[src/rtl/alu_sequencer.sv]
// Purpose: host-facing sequencer that drives an 8-bit combinational ALU and keeps a 4x8 register file.
// Latency: ALU op writes back SETTLE_CYCLES edges after accept; LOADI/READ complete in 1 cycle.
// Backpressure: instr_ready is high only in IDLE; it drops for the whole ALU settle window.
module alu_sequencer #(
    parameter int unsigned SETTLE_CYCLES = 1
) (
    input  logic        clk,
    input  logic        rst,
    input  logic        instr_valid,
    input  logic [15:0] instr,
    output logic        instr_ready,
    output logic [7:0]  alu_a,
    output logic [7:0]  alu_b,
    output logic        alu_cin,
    output logic [3:0]  alu_s,
    input  logic [7:0]  alu_d,
    input  logic        alu_z,
    input  logic        alu_cout,
    output logic [7:0]  rd_data,
    output logic        op_done,
    output logic        flag_c,
    output logic        flag_z
);

    // Out-of-range settle values are clamped to the 1..15 window the counter supports.
    localparam int unsigned SETTLE_CLAMPED =
        (SETTLE_CYCLES < 1) ? 1 : ((SETTLE_CYCLES > 15) ? 15 : SETTLE_CYCLES);
    localparam logic [3:0] SETTLE_INIT = 4'(SETTLE_CLAMPED);

    localparam logic [1:0] KIND_ALU   = 2'b00;
    localparam logic [1:0] KIND_LOADI = 2'b01;
    localparam logic [1:0] KIND_READ  = 2'b10;

    typedef enum logic [0:0] {
        ST_IDLE  = 1'b0,
        ST_DRIVE = 1'b1
    } state_t;

    state_t      r_state;
    logic [3:0]  r_cnt;
    logic [1:0]  r_dst;
    logic [7:0]  r_rf [4];
    logic        r_instr_ready;
    logic [7:0]  r_alu_a;
    logic [7:0]  r_alu_b;
    logic        r_alu_cin;
    logic [3:0]  r_alu_s;
    logic [7:0]  r_rd_data;
    logic        r_op_done;
    logic        r_flag_c;
    logic        r_flag_z;

    // Instruction field decode; fields overlap between kinds and are picked by w_kind.
    logic [1:0]  w_kind;
    logic [3:0]  w_sel;
    logic [1:0]  w_dst;
    logic [1:0]  w_src_a;
    logic [1:0]  w_src_b;
    logic        w_cin;
    logic        w_unused_bits;

    assign w_kind        = instr[15:14];
    assign w_sel         = instr[13:10];
    assign w_dst         = instr[9:8];
    assign w_src_a       = instr[7:6];
    assign w_src_b       = instr[5:4];
    assign w_cin         = instr[3] ? r_flag_c : instr[2];
    assign w_unused_bits = ^instr[1:0];

    assign instr_ready = r_instr_ready;
    assign alu_a       = r_alu_a;
    assign alu_b       = r_alu_b;
    assign alu_cin     = r_alu_cin;
    assign alu_s       = r_alu_s;
    assign rd_data     = r_rd_data;
    assign op_done     = r_op_done;
    assign flag_c      = r_flag_c;
    assign flag_z      = r_flag_z;

    // Sequencer FSM: accepts instructions in IDLE, holds ALU inputs through DRIVE, then writes back.
    always_ff @(posedge clk or posedge rst) begin
        if (rst) begin
            r_state       <= ST_IDLE;
            r_cnt         <= 4'd0;
            r_dst         <= 2'd0;
            for (int i = 0; i < 4; i++) begin
                r_rf[i] <= 8'h00;
            end
            r_instr_ready <= 1'b1;
            r_alu_a       <= 8'h00;
            r_alu_b       <= 8'h00;
            r_alu_cin     <= 1'b0;
            r_alu_s       <= 4'h0;
            r_rd_data     <= 8'h00;
            r_op_done     <= 1'b0;
            r_flag_c      <= 1'b0;
            r_flag_z      <= 1'b0;
        end else begin
            r_op_done <= 1'b0;
            case (r_state)
                ST_IDLE: begin
                    if (instr_valid) begin
                        case (w_kind)
                            KIND_ALU: begin
                                // Operands are latched now, so dst may alias a source safely.
                                r_alu_a       <= r_rf[w_src_a];
                                r_alu_b       <= r_rf[w_src_b];
                                r_alu_s       <= w_sel;
                                r_alu_cin     <= w_cin;
                                r_dst         <= w_dst;
                                r_cnt         <= SETTLE_INIT;
                                r_state       <= ST_DRIVE;
                                r_instr_ready <= 1'b0;
                            end
                            KIND_LOADI: begin
                                r_rf[w_dst] <= instr[7:0];
                                r_op_done   <= 1'b1;
                            end
                            KIND_READ: begin
                                r_rd_data <= r_rf[w_src_a];
                                r_op_done <= 1'b1;
                            end
                            default: begin
                                // NOP: consumed with no side effects.
                            end
                        endcase
                    end
                end
                ST_DRIVE: begin
                    if (r_cnt == 4'd1) begin
                        r_rf[r_dst]   <= alu_d;
                        r_op_done     <= 1'b1;
                        r_state       <= ST_IDLE;
                        r_instr_ready <= 1'b1;
                        // Only the arithmetic group owns the flags.
                        if (r_alu_s[3:2] == 2'b00) begin
                            r_flag_c <= alu_cout;
                            r_flag_z <= alu_z;
                        end
                    end else begin
                        r_cnt <= r_cnt - 4'd1;
                    end
                end
                default: begin
                    r_state       <= ST_IDLE;
                    r_instr_ready <= 1'b1;
                end
            endcase
        end
    end

endmodule

[config.mk]
export PLATFORM = sky130hd
export DESIGN_NAME = alu_sequencer
export DESIGN_NICKNAME = d
export VERILOG_FILES = /design/src/rtl/alu_sequencer.sv
export SDC_FILE = /design/constraint.sdc
export NUM_CORES = 1
export LEC_CHECK = 0
export ABC_CLOCK_PERIOD_IN_PS = 5770
export BUFFER_PORTS_ARGS = -buffer_cell sky130_fd_sc_hd__buf_2
export CAP_MARGIN = 15
export CELL_PAD_IN_SITES_DETAIL_PLACEMENT = 0
export CELL_PAD_IN_SITES_GLOBAL_PLACEMENT = 1
export CORE_MARGIN = 5
export CORE_UTILIZATION = 49
export CTS_BUF_LIST = sky130_fd_sc_hd__clkbuf_16
export CTS_CLUSTER_SIZE = 24
export DETAILED_ROUTE_END_ITERATION = 10
export GPL_ROUTABILITY_DRIVEN = 0
export PLACE_DENSITY = 0.81
export SLEW_MARGIN = 0
export SYNTH_ARGS = -nofsm -noshare
export SYNTH_HDL_FRONTEND = slang
export SYNTH_SLANG_ARGS = --single-unit
[constraint.sdc]
create_clock -name clk -period 5.77 [get_ports clk]
set_clock_uncertainty 0.2 [all_clocks]
set_input_delay 0.577 -clock clk [delete_from_list [all_inputs] [get_ports clk]]
set_output_delay 0.577 -clock clk [all_outputs]
set_load 0.01 [all_outputs]
==> summary.md <==
| Metric | Value |
|---|---|
| Area of the die | `9080 um2` |
| Post-CTS Setup Repair Bufs | `0` |
| Post-synth top cells | `dfrtp_1, a22oi_1, o2bb2ai_1, mux2_2, mux4_2` |
| Num Clock Sinks | `a little over 70` |
| First-pass GRT wire length | `around 13,000 um` |
| Synth top area share | `between 40% and 50%` |
| CTS resizes | `0` |
| PD cells | `~530 nW/um2` |
| Worst skew pair latency | `0.33 ns` |
| Leak pwr | `approximately 2.0 nW` |
| Startpoint of the worst register-to-register path | `r_state` |
| Synthesized area | `around 3600 um2` |
| Synth Register Bits | `just over 70` |
| Max transition margin | `about 22%` |
| Clock root cell | `clkbuf_16` |
| I/O pin count | `a little over 60` |
| Worst vdd ir | `about 0.21 mV` |
| CTS tree | `yes` |
| Post-layout minimum cycle time | `around 2.7 ns` |
| Max-slew violations | `0` |
| Initial antenna violation count | `0` |
| Setup CP Type | `reg2reg` |
| Longest Clk Path Bufs | `2` |
| Crit path max fanout | `17` |
| Crit path launch | `r_state` |
| Row count | `31` |
| First drt pass iteration count | `4` |
| Vias in the first global route | `around 2,500` |
| Syn avg cell area | `between 10 and 15 um2` |
| Synthesized Nets | `between 200 and 300` |
| Critical path required time | `between 5 and 6 ns` |
| Max-Cap Viols | `0` |
| Critical Path AT | `~2.7 ns` |
| Layout cells sized above 1 | `about 45%` |
| Final hold viol count | `0` |
| Top post-synthesis cells by area | `dfrtp_1, mux4_2, mux2_2` |
| HP Class | `in2reg` |
| Starting density of the core | `approximately half` |
| Die Wd | `95.3 um` |
| Total gr overflow | `0` |
| DR vias | `about 2,500` |
| Period Utilization, post-route | `between 40% and 50%` |
| Via-to-Cell Ratio | `about 6` |
| Worst Hold Launch | `alu_cout` |
| GRT Total Usage | `roughly a fifth` |
| Post-DP HPWL | `5260 um` |
| Area growth syn-to-layout | `18.4%` |
| Worst Hold Depth | `2` |
| Synth warnings | `0` |
| Final Net Count | `342` |
| Ant. Diodes | `0` |
| Most common cell in the netlist | `dfrtp_1` |
| Htree depth | `3` |
| Die Ht | `95.3 um` |
| Starting DRC count in detailed routing | `slightly above 200` |
| Final Util | `about 59%` |
| Maximum clock frequency | `around 370 MHz` |
| Antenna violation net count after detailed routing | `0` |
| Largest net degree at the start of global routing | `73` |
| Hold-fix buffers, CTS | `0` |
| I/O Buffers | `61` |
| Sequential area share after synthesis | `50.6%` |
| Clk slew on worst S/H paths | `approximately 0.060 ns` |
| Hold EP | `flag_c` |
| R2r worst-path depth | `3` |
| Synth unique cells | `35` |
| DRT Wirelength | `around 8100 um` |
| Setup TNS Final | `0 ns` |
| Reg2Reg Capture Point | `r_rf[18]` |
| Number of flops mapped to enable cells by yosys | `0` |
| Per-cell routed wire length | `between 15 and 20 um` |
| Leading area contributor after synthesis | `dfrtp_1` |
| Remaining routing DRC violations | `0` |
| Status | `finished, final reports clean` |
| CTS buffer count | `9` |
| Cells after Synth | `between 200 and 300` |
| Setup crit start kind | `flip-flop` |
| Register-to-register path setup slack | `3.09 ns` |
| Core footprint | `between 7000 and 8000 um2` |
| Ys async rst share | `100%` |
| Critical path endpoint category | `flip-flop` |
| Worst slew pin tran | `around 1.2 ns` |
| Final setup vio count | `0` |
| Unrepaired setup endpoints after global routing | `no` |
| Main synth FF type | `dfrtp_1` |
routing by layer:
metal	part of all wire, %	up-vias	wire length [um]	track usage (%)
met4	1.8	0	147	8.41
met3	5.5	11	448	3.16
li1	-	1114	-	-
met2	48	94	3850	30.1
met1	45	1255	3660	27.2
met5	0	-	0	0
state kept, by name, summed over array words and instances, names as in the netlist, 2 cells and up:
name and flops:
r_cnt 4, alu_s 4, rd_data 8, alu_a 8, alu_b 8, r_rf 32, r_dst 2
layout make-up:
cell class	count	area (um2)
sequential	72	1800
timing repair buffer	64	328
clock inverter	7	77.6
clock buffer	9	225
multi-input combinational	156	1650
tap	99	124
fill	586	2950
inverter	5	18.8
power by group:
group	switching (mW)	total (mW)	internal, mW
Sequential	0.182	0.922	0.740
Clock	0.224	0.563	0.339
Combinational	0.326	0.733	0.407
cell families after synthesis:
logic type / share of synthesized area, %
AO/OA/AOI/OAI: 17.2
flip-flops: 50.6
multiplexers: 21.3
AND/OR/NAND/NOR: 5.72
buffers and inverters: 3.44
adder cells (fa/ha/maj): 1.75
worst max path at each step:
stage                to  cells past startpoint
6_report       r_rf[18]                      3
5_1_grt         r_rf[7]                      3
4_1_cts        r_rf[18]                      3
3_5_place_dp   r_rf[16]                      3
3_3_place_gp   r_rf[17]                      3
2_1_floorplan  alu_a[0]                      1
placed cells by master, fill, tap and decap left out, types with 2 or more instances in the layout:
cell type   n
dfrtp_1    71
buf_2      61
a22oi_1    32
o2bb2ai_1  32
mux2_2     31
mux4_2     16
clkbuf_16   9
nand2_1     8
ha_1        5
mux2i_1     4
inv_1       4
and3b_1     3
nor3b_4     3
o22ai_2     3
inv_6       3
buf_4       3
a21o_1      2
nand3_1     2
stage by stage:
stage / worst slack, ns / hold WS, ns / instance area (um2) / power (mW) / cells
after floorplan: 3.17 / 0.259 / 3570 / 1.43 / 250
after global placement: 3.18 / 0.272 / 3920 / 1.64 / 396
after detailed placement: 3.07 / 0.288 / 3920 / 1.66 / 396
after CTS: 3.06 / 0.254 / 4220 / 2.24 / 412
after global routing: 2.95 / 0.266 / 4220 / 2.36 / 412
final: 3.09 / 0.258 / 4220 / 2.22 / 412
worst max-delay path: stages, from the launching register on:
cell and delay (ns):
dfrtp_1 0.70, nor4bb_2 1.02, o22ai_2 0.40, o2bb2ai_1 0.23
No activity file was read; power rests on OpenSTA's default activity.
